**src/rtl/ift_mmio_responder.sv**
```systemverilog
// Taint-tracked MMIO responder: scratch register, cycle counter, console byte FIFO and stop register.
// Optional MMIO_ADDR_TAINT_EN: tainted address bits taint read data, scratch and pushed console bytes.
module ift_mmio_responder #(
    parameter int unsigned          AddrWidth = 32,
    parameter int unsigned          DataWidth = 64,
    parameter logic [AddrWidth-1:0] BaseAddr  = 32'h1000_0000,
    parameter int unsigned          FifoDepth = 8
) (
    input  logic                   clk_i,
    input  logic                   rst_ni,

    input  logic                   mmio_req_i,
    input  logic                   mmio_we_i,
    input  logic [AddrWidth-1:0]   mmio_addr_i,
    input  logic [DataWidth-1:0]   mmio_wdata_i,
    input  logic [DataWidth/8-1:0] mmio_strb_i,
    output logic [DataWidth-1:0]   mmio_rdata_o,

    input  logic                   mmio_req_i_t0,
    input  logic                   mmio_we_i_t0,
    input  logic [AddrWidth-1:0]   mmio_addr_i_t0,
    input  logic [DataWidth-1:0]   mmio_wdata_i_t0,
    input  logic [DataWidth/8-1:0] mmio_strb_i_t0,
    output logic [DataWidth-1:0]   mmio_rdata_o_t0,

    output logic                   cons_valid_o,
    input  logic                   cons_ready_i,
    output logic [7:0]             cons_data_o,
    output logic [7:0]             cons_data_o_t0,

    output logic                   stop_o,
    output logic [31:0]            stop_code_o
);

    localparam int unsigned PtrW  = $clog2(FifoDepth);
    localparam int unsigned CntW  = PtrW + 1;
    localparam int unsigned StrbW = DataWidth / 8;

    localparam logic [1:0] RegScratch = 2'd0;
    localparam logic [1:0] RegCycle   = 2'd1;
    localparam logic [1:0] RegConsole = 2'd2;
    localparam logic [1:0] RegStop    = 2'd3;

    // ------------------------------------------------------------------
    // Decode
    // ------------------------------------------------------------------
    logic       hit;
    logic       rd_req;
    logic       wr_req;
    logic       wr_hit;
    logic [1:0] reg_sel;
    logic       addr_tainted;

    assign hit     = mmio_req_i && (mmio_addr_i[AddrWidth-1:5] == BaseAddr[AddrWidth-1:5]);
    assign reg_sel = mmio_addr_i[4:3];
    assign rd_req  = mmio_req_i && !mmio_we_i;
    assign wr_req  = mmio_req_i && mmio_we_i;
    assign wr_hit  = hit && mmio_we_i;

`ifdef MMIO_ADDR_TAINT_EN
    assign addr_tainted = |mmio_addr_i_t0[AddrWidth-1:3];
`else
    assign addr_tainted = 1'b0;
`endif

    logic unused_inputs;
    assign unused_inputs = ^{mmio_addr_i[2:0], mmio_addr_i_t0};

    // ------------------------------------------------------------------
    // SCRATCH register and its byte-wise taint
    // ------------------------------------------------------------------
    logic [DataWidth-1:0] scratch_q;
    logic [DataWidth-1:0] scratch_t0_q;
    logic [DataWidth-1:0] scratch_d;
    logic [DataWidth-1:0] scratch_t0_d;

    always_comb begin
        scratch_d    = scratch_q;
        scratch_t0_d = scratch_t0_q;
        if (wr_hit && (reg_sel == RegScratch)) begin
            for (int i = 0; i < StrbW; i++) begin
                if (mmio_strb_i[i]) begin
                    scratch_d[8*i +: 8]    = mmio_wdata_i[8*i +: 8];
                    scratch_t0_d[8*i +: 8] = mmio_wdata_i_t0[8*i +: 8];
                end
                // A tainted enable makes the byte's content uncertain either way.
                if (mmio_strb_i_t0[i]) begin
                    scratch_t0_d[8*i +: 8] = 8'hFF;
                end
            end
            if (mmio_req_i_t0 || mmio_we_i_t0) begin
                scratch_t0_d = '1;
            end
        end
        // A tainted address could have aimed the write at SCRATCH, wherever it decoded.
        if (wr_req && addr_tainted) begin
            scratch_t0_d = '1;
        end
    end

    always_ff @(posedge clk_i) begin
        if (!rst_ni) begin
            scratch_q    <= '0;
            scratch_t0_q <= '0;
        end else begin
            scratch_q    <= scratch_d;
            scratch_t0_q <= scratch_t0_d;
        end
    end

    // ------------------------------------------------------------------
    // Free-running cycle counter
    // ------------------------------------------------------------------
    logic [63:0] cycle_q;

    always_ff @(posedge clk_i) begin
        if (!rst_ni) begin
            cycle_q <= '0;
        end else begin
            cycle_q <= cycle_q + 64'd1;
        end
    end

    // ------------------------------------------------------------------
    // Console FIFO
    // Handshake: the head byte transfers on every cycle where cons_valid_o
    // and cons_ready_i are both high; while valid is high and ready is low
    // the head data and taint hold steady and valid never drops.
    // ------------------------------------------------------------------
    logic [7:0]      fifo_data_q [FifoDepth];
    logic [7:0]      fifo_t0_q   [FifoDepth];
    logic [PtrW-1:0] wr_ptr_q;
    logic [PtrW-1:0] rd_ptr_q;
    logic [CntW-1:0] fill_q;
    logic [15:0]     dropped_q;

    logic            push_req;
    logic            push;
    logic            pop;
    logic            full;
    logic            drop;
    logic [7:0]      push_t0;

    assign full     = (fill_q == CntW'(FifoDepth));
    assign pop      = cons_valid_o && cons_ready_i;
    assign push_req = wr_hit && (reg_sel == RegConsole) && mmio_strb_i[0];
    // When full, a same-cycle pop frees the slot the push lands in.
    assign push     = push_req && (!full || pop);
    assign drop     = push_req && !push;
    assign push_t0  = addr_tainted ? 8'hFF : mmio_wdata_i_t0[7:0];

    always_ff @(posedge clk_i) begin
        if (push) begin
            fifo_data_q[wr_ptr_q] <= mmio_wdata_i[7:0];
            fifo_t0_q[wr_ptr_q]   <= push_t0;
        end
    end

    always_ff @(posedge clk_i) begin
        if (!rst_ni) begin
            wr_ptr_q  <= '0;
            rd_ptr_q  <= '0;
            fill_q    <= '0;
            dropped_q <= '0;
        end else begin
            if (push) begin
                wr_ptr_q <= wr_ptr_q + 1'b1;
            end
            if (pop) begin
                rd_ptr_q <= rd_ptr_q + 1'b1;
            end
            case ({push, pop})
                2'b10:   fill_q <= fill_q + 1'b1;
                2'b01:   fill_q <= fill_q - 1'b1;
                default: fill_q <= fill_q;
            endcase
            if (drop && (dropped_q != 16'hFFFF)) begin
                dropped_q <= dropped_q + 16'd1;
            end
        end
    end

    // Storage is not reset, so the head is masked while the FIFO is empty.
    assign cons_valid_o   = (fill_q != '0);
    assign cons_data_o    = cons_valid_o ? fifo_data_q[rd_ptr_q] : 8'h00;
    assign cons_data_o_t0 = cons_valid_o ? fifo_t0_q[rd_ptr_q]   : 8'h00;

    // ------------------------------------------------------------------
    // STOP register: first strobed write wins until reset
    // ------------------------------------------------------------------
    logic        stop_q;
    logic [31:0] stop_code_q;

    always_ff @(posedge clk_i) begin
        if (!rst_ni) begin
            stop_q      <= 1'b0;
            stop_code_q <= '0;
        end else if (wr_hit && (reg_sel == RegStop) && mmio_strb_i[0] && !stop_q) begin
            stop_q      <= 1'b1;
            stop_code_q <= mmio_wdata_i[31:0];
        end
    end

    assign stop_o      = stop_q;
    assign stop_code_o = stop_code_q;

    // ------------------------------------------------------------------
    // Read path: one registered response per read, held until the next read
    // ------------------------------------------------------------------
    logic [DataWidth-1:0] rdata_d;
    logic [DataWidth-1:0] rdata_t0_d;
    logic [DataWidth-1:0] rdata_q;
    logic [DataWidth-1:0] rdata_t0_q;

    always_comb begin
        rdata_d    = '0;
        rdata_t0_d = '0;
        if (hit) begin
            case (reg_sel)
                RegScratch: begin
                    rdata_d    = scratch_q;
                    rdata_t0_d = scratch_t0_q;
                end
                RegCycle:   rdata_d = cycle_q;
                RegConsole: rdata_d = {16'b0, dropped_q, {(32-CntW){1'b0}}, fill_q};
                RegStop:    rdata_d = {{(DataWidth-1){1'b0}}, stop_q};
                default:    rdata_d = '0;
            endcase
            // A tainted strobe or direction means the response itself may not exist.
            if (mmio_req_i_t0 || mmio_we_i_t0) begin
                rdata_t0_d = '1;
            end
        end
        if (addr_tainted) begin
            rdata_t0_d = '1;
        end
    end

    always_ff @(posedge clk_i) begin
        if (!rst_ni) begin
            rdata_q    <= '0;
            rdata_t0_q <= '0;
        end else if (rd_req) begin
            rdata_q    <= rdata_d;
            rdata_t0_q <= rdata_t0_d;
        end
    end

    assign mmio_rdata_o    = rdata_q;
    assign mmio_rdata_o_t0 = rdata_t0_q;

endmodule
```
**config.mk**
```make
export PLATFORM = sky130hd
export DESIGN_NAME = ift_mmio_responder
export DESIGN_NICKNAME = d
export VERILOG_FILES = /design/src/rtl/ift_mmio_responder.sv
export SDC_FILE = /design/constraint.sdc
export NUM_CORES = 1
export LEC_CHECK = 0
export BUFFER_PORTS_ARGS = -buffer_cell sky130_fd_sc_hd__buf_2
export CORE_MARGIN = 1.5
export CORE_UTILIZATION = 23
export DETAILED_ROUTE_END_ITERATION = 10
export SKIP_LAST_GASP = 1
export SLEW_MARGIN = 20
export SYNTH_ARGS = -nofsm -noshare
export SYNTH_HDL_FRONTEND = slang
export SYNTH_SLANG_ARGS = --single-unit
```
**constraint.sdc**
```tcl
create_clock -name clk_i -period 5 [get_ports clk_i]
set_clock_uncertainty 0.2 [all_clocks]
set_input_delay 0.5 -clock clk_i [delete_from_list [all_inputs] [get_ports clk_i]]
set_output_delay 0.5 -clock clk_i [all_outputs]
set_load 0.02 [all_outputs]
```
==> flow_metrics.env, run 1 <==
export IMPL_power_density_nw_per_um2=337.0
export IMPL_ir_worst_vdd_v=0.0002658
export IMPL_reg2reg_slack_ns=2.08
export IMPL_synthFlopType="dfxtp_1"
export IMPL_dr_pass1_iters=8
export IMPL_seqCellArea_um2=11490
export IMPL_first_global_vias=16320
export IMPL_ys_warn_count=0
export IMPL_vias_per_cell=4.633
export IMPL_overflow=0
export IMPL_synth_seq_cells=510
export IMPL_crit_path_top_delay_cell="dfxtp_2"
export IMPL_clk_latency_ns=0.65
export IMPL_ys_seq_area_share_pct=55.44
export IMPL_drt_iter0_markers=1227
export IMPL_fp_dieArea_um2=91920
export IMPL_grt_pass1_wl_um=99730
export IMPL_clk_pin_slew_worst_paths_ns=0.06
export IMPL_htreeDepth=2
export IMPL_dp_hpwl_um=44900
export IMPL_final_common_cell="dfxtp_1"
export IMPL_start_util_pct=23.34
export IMPL_worst_slew_pin_slew_ns=1.109
export IMPL_max_freq_ghz=0.2809
export IMPL_syn_to_final_growth_pct=31.42
export IMPL_grt_setup_unrepaired="false"
export IMPL_postSynthCellCount=1956
export IMPL_relSlewSlack_pct=26.04
export IMPL_vias=16780
export IMPL_drive_gt1_share_pct=26.96
export IMPL_cp_cell_sequence="buf_4 > mux4_2 > mux2i_1 > nor2_1 > buf_2"
export IMPL_finalCriticalPeriod_ns=3.560
export IMPL_fillers=9071
export IMPL_crit_family="flip-flops"
export IMPL_hold_ws_ns=0.005142
export IMPL_clk_root_buffer_cell="clkbuf_16"
export IMPL_avgSynthCellArea_um2=10.60
export IMPL_cp_required_ns=4.30
export IMPL_postLayoutCoreUtil_pct=30.68
export IMPL_cts_setup_buffers=0
export IMPL_drcViolationCount=0
export IMPL_async_flop_share_pct=0
export IMPL_io_pins=393
export IMPL_crit_path_start_kind="register"
export IMPL_path_class="reg2out"
export IMPL_yosys_cell_types_count=52
export IMPL_max_stage_delay_ns=0.94
export IMPL_grt_max_degree=88
export IMPL_cts_inserted_buffers=60
export IMPL_cp_max_fo=26
export IMPL_synth_area_um2=20730
export IMPL_clock_path_buffers=3
export IMPL_cp_end_kind="output pin"
export IMPL_nNetsFinal=2625
export IMPL_pre_cts_slack_ns=1.135
export IMPL_die_x_um=303.2
export IMPL_gp_congestion=0.7695
export IMPL_final_cell_mix="dfxtp_1 (380), buf_2 (355), nand2_1 (282)"
export IMPL_multiInputGateArea_um2=8676
export IMPL_fin_ws_ns=1.440
export IMPL_slew_violations=0
export IMPL_final_hold_viol_count=0
export IMPL_syn_nets=2178
export IMPL_crit_arrival_ns=2.86
export IMPL_timing_critical_path_buf_inv=2
export IMPL_p_leak_nw=10.72
export IMPL_wire_per_inst_um=18.74
export IMPL_setup_violations=0
export IMPL_die_y_um=303.2
export IMPL_drt_total_wl_um=67860
export IMPL_place_port_buffers=357
export IMPL_cts_tree="done"
export IMPL_hold_class="in2reg"
export IMPL_synth_edff_count=128
export IMPL_clock_sinks=510
export IMPL_drv_cap=0
export IMPL_period_share_pct=71.20
export IMPL_antenna_found_initial=6
export IMPL_track_usage_pct=14.21
export IMPL_drtAntennaViolNets=0
export IMPL_fin_setup_tns_ns=0
export IMPL_status="finished clean"
export IMPL_core_um2=88780
export IMPL_num_rows=109
per-layer routing:
| metal | track usage (%) | up-vias | part of all wire [%] |
|---|---|---|---|
| met5 | 0 | - | 0 |
| li1 | - | 8096 | - |
| met1 | 18.91 | 8128 | 45 |
| met2 | 22.66 | 465 | 46 |
| met3 | 3.648 | 90 | 6.6 |
| met4 | 4.075 | 0 | 2.5 |
stage by stage:
stage                     total power, mW  cell area, um^2  std cells
after floorplan                     4.463            20730       1956
after global placement              4.635            23800       3376
after detailed placement            4.639            23830       3377
after CTS                           9.327            27200       3616
after global routing                9.505            27240       3621
final                               9.180            27240       3622
worst min-delay path, delay by kind of cell:
kind,cells,cell delay [ns]
AND/OR/NAND/NOR,1,0.10
AO/OA/AOI/OAI,1,0.09
buffers and inverters,1,0.10
repair_timing:
| action | in CTS | in global routing |
|---|---|---|
| gates resized for setup | 0 | 0 |
| hold buffers | 128 | 0 |
| hold endpoints to repair | 282 | 0 |
sequential cells by signal (all words and copies together) (netlist names), 4 cells and up, named ones only:
| register | flops |
|---|---|
| fill_q | 4 |
| stop_code_o | 32 |
| cycle_q | 64 |
| fifo_data_q | 64 |
| dropped_q | 16 |
| mmio_rdata_o | 64 |
| scratch_t0_q | 64 |
| fifo_t0_q | 64 |
| scratch_q | 64 |
| mmio_rdata_o_t0 | 64 |
layout make-up:
cell class	count	share of cell area, %
Sequential cell	510	42.20
Clock buffer	82	6.284
Multi-Input combinational cell	1285	31.85
Inverter	19	0.2802
Timing Repair Buffer	527	12.60
Tap cell	1165	5.351
Clock inverter	29	1.392
Antenna cell	5	0.04593
cells by family (layout without fill, tap and decap cells):
group / after synthesis / after routing / synth area share (%)
AOI/OAI and AO/OA: 444 / 444 / 15.24
xor gates and xnor gates: 33 / 33 / 1.394
adders and majority gates: 7 / 7 / 0.4588
buffers and inverters: 161 / 657 / 3.103
DFF: 510 / 510 / 55.44
muxes: 158 / 158 / 9.629
other: 0 / 5 / 0
and+or+nand+nor: 643 / 643 / 14.74
path summary, 6_finish.rpt:
| kind | end | cells after the start | start |
|---|---|---|---|
| max | cons_data_o_t0[3] | 5 | register |
| min | scratch_q[32] | 3 | mmio_wdata_i[32] |
| max reg2reg | cycle_q[53] | 5 | cycle_q[16] |
| min reg2reg | mmio_rdata_o[14] | 2 | mmio_rdata_o[14] |
where the power goes:
group / switching (mW) / internal (mW)
registers: 0.00370 / 4.23
logic: 0.228 / 0.172
clock network: 1.87 / 2.68
total: 2.10 / 7.08
cell usage after synthesis (30+ instances only):
master | instances | area [um^2]
a21oi_1 | 147 | 735.7
a2bb2oi_1 | 64 | 560.5
clkbuf_1 | 123 | 461.7
dfxtp_1 | 382 | 7647
edfxtp_1 | 128 | 3844
mux2i_1 | 124 | 1241
mux4_2 | 33 | 743.2
nand2_1 | 283 | 1062
nand3_1 | 52 | 260.3
nand4_1 | 30 | 187.7
nor2_1 | 146 | 548.0
o21ai_0 | 62 | 310.3
o21ai_2 | 30 | 262.8
o221a_2 | 59 | 664.4
o31ai_1 | 33 | 247.7
or4_1 | 34 | 255.2
(Power assumes the default switching activity.)
==> run 2: changes to the inputs <==
==> constraint.sdc (replaced) <==
create_clock -name clk_i -period 3.5 [get_ports clk_i]
set_clock_uncertainty 0.2 [all_clocks]
set_input_delay 0.35 -clock clk_i [delete_from_list [all_inputs] [get_ports clk_i]]
set_output_delay 0.35 -clock clk_i [all_outputs]
set_load 0.02 [all_outputs]
==> flow_metrics.env, run 2 (synthesized netlist as in run 1, its figures left out) <==
export IMPL_final_hold_viol_count=0
export IMPL_htreeDepth=2
export IMPL_final_cell_mix="dfxtp_1 (381), buf_2 (355), nand2_1 (282)"
export IMPL_relSlewSlack_pct=24.65
export IMPL_die_y_um=303.2
export IMPL_die_x_um=303.2
export IMPL_fillers=9065
export IMPL_crit_path_start_kind="register"
export IMPL_max_freq_ghz=0.3294
export IMPL_clk_latency_ns=0.63
export IMPL_hold_class="in2reg"
export IMPL_p_leak_nw=10.88
export IMPL_max_stage_delay_ns=0.77
export IMPL_io_pins=393
export IMPL_hold_end="scratch_t0_q[16]"
export IMPL_reg2reg_slack_ns=0.77
export IMPL_drtAntennaViolNets=0
export IMPL_cp_required_ns=2.95
export IMPL_holdPathStages=3
export IMPL_vias=17060
export IMPL_drive_gt1_share_pct=27.14
export IMPL_dr_pass1_iters=7
export IMPL_drv_cap=0
export IMPL_status="finished clean"
export IMPL_clk_pin_slew_worst_paths_ns=0.06
export IMPL_setup_violations=0
export IMPL_r2r_start="cycle_q[10]"
export IMPL_r2r_end="cycle_q[40]"
export IMPL_final_common_cell="dfxtp_1"
export IMPL_slew_violations=0
export IMPL_p_total_mw=12.79
export IMPL_num_rows=109
export IMPL_antenna_found_initial=4
export IMPL_crit_path_top_delay_cell="dfxtp_1"
export IMPL_reg2regPathDepth=6
export IMPL_drt_iter0_markers=1196
export IMPL_clk_root_buffer_cell="clkbuf_16"
export IMPL_period_share_pct=86.73
export IMPL_post_cts_resized=0
export IMPL_cp_cell_sequence="buf_4 > mux4_2 > mux2i_1 > nor2_1 > buf_2"
export IMPL_cts_tree="done"
export IMPL_first_global_vias=16210
export IMPL_place_port_buffers=357
export IMPL_syn_to_final_growth_pct=32.91
export IMPL_nNetsFinal=2670
export IMPL_start_util_pct=23.34
export IMPL_clock_path_buffers=3
export IMPL_vias_per_cell=4.653
export IMPL_place_area_um2=24140
export IMPL_worst_slew_pin_slew_ns=1.130
export IMPL_power_density_nw_per_um2=464.3
export IMPL_crit_family="flip-flops"
export IMPL_clock_sinks=510
export IMPL_cp_end_kind="output pin"
export IMPL_finalCriticalPeriod_ns=3.035
export IMPL_grt_setup_unrepaired="false"
export IMPL_path_class="reg2out"
export IMPL_wire_per_inst_um=18.38
export IMPL_crit_arrival_ns=2.49
export IMPL_stdcell_area_um2=27550
export IMPL_timing_critical_path_buf_inv=2
export IMPL_dp_hpwl_um=45430
export IMPL_core_um2=88780
export IMPL_drcViolationCount=0
export IMPL_track_usage_pct=14.09
export IMPL_cp_max_fo=14
export IMPL_fp_dieArea_um2=91920
export IMPL_cts_inserted_buffers=58
export IMPL_drt_total_wl_um=67420
export IMPL_min_from="mmio_strb_i_t0[2]"
export IMPL_overflow=0
export IMPL_grt_pass1_wl_um=99760
export IMPL_ir_worst_vdd_v=0.0003368
export IMPL_gp_congestion=0.7541
export IMPL_grt_max_degree=85
run 2: changes by cell type in the layout (fill, tap and decap cells not counted), moves of 2 or more:
cell           change
clkbuf_2           -5
clkinvlp_4         -2
clkinv_1           +6
inv_4              -3
buf_12             +7
buf_16             -2
clkbuf_16          -3
buf_4             +27
clkbuf_1           +7
clkbuf_8           -2
dlygate4sd3_1     +15
run 2: worst max path at each step:
stage               depth (start not counted)       startpoint                end  slack (ns)
CTS                                         5         register     cons_data_o[2]        0.33
finish                                      5         register     cons_data_o[2]        0.46
global placement                           13  mmio_addr_i[17]          fill_q[3]       -0.03
floorplan                                   5  mmio_addr_i[18]  fifo_data_q[3][0]       -0.14
global route                                5         register  cons_data_o_t0[7]        0.32
detailed placement                         13  mmio_addr_i[17]          fill_q[3]       -0.07
run 2: area by class of cell:
class / count / area [um^2] / area share [%]
antenna: 4 / 10.01 / 0.03634
clock buffer: 79 / 1610 / 5.845
clock inverter: 31 / 355.3 / 1.290
inverter: 19 / 76.32 / 0.2771
multi-input combinational: 1285 / 8676 / 31.49
sequential: 510 / 11490 / 41.72
tap: 1165 / 1458 / 5.291
timing repair buffer: 574 / 3870 / 14.05
run 2: layer usage:
metal  wire, um  track usage (%)  vias up
met5         15                0        -
met4       1209            3.317        2
met3       4013            3.134       80
met2      30440            22.33      456
met1      31740            19.44     8325
li1           -                -     8200
run 2: what timing repair did:
action                                 in CTS  in global routing
buffers inserted                            0                  0
endpoints found under the hold margin     290                  0
hold buffers                              143                  0
run 2: worst min-delay path, delay by kind of cell:
family,cells,cell delay (ns)
AO/OA/AOI/OAI,1,0.20
buffers and inverters,1,0.09
AND/OR/NAND/NOR,1,0.20
run 2: through the flow:
step	hold slack (ns)	TNS (ns)	worst slack, ns	std cells	utilization, %
after floorplan	0.2373	-4.155	-0.1380	1956	-
after global placement	0.2322	-0.03049	-0.03049	3410	27.19
final	0.05094	0	0.4646	3667	31.03
after detailed placement	0.2398	-0.07354	-0.07354	3410	27.19
after global routing	0.03798	0	0.3172	3665	31.02
after CTS	0.004751	0	0.3328	3663	31.02
run 2: power by group:
group / leakage (nW) / switching (mW) / internal [mW]
registers: 4.23 / 0.00500 / 6.04
clock network: 0.947 / 2.62 / 3.56
logic: 5.71 / 0.320 / 0.247
total: 10.9 / 2.95 / 9.84
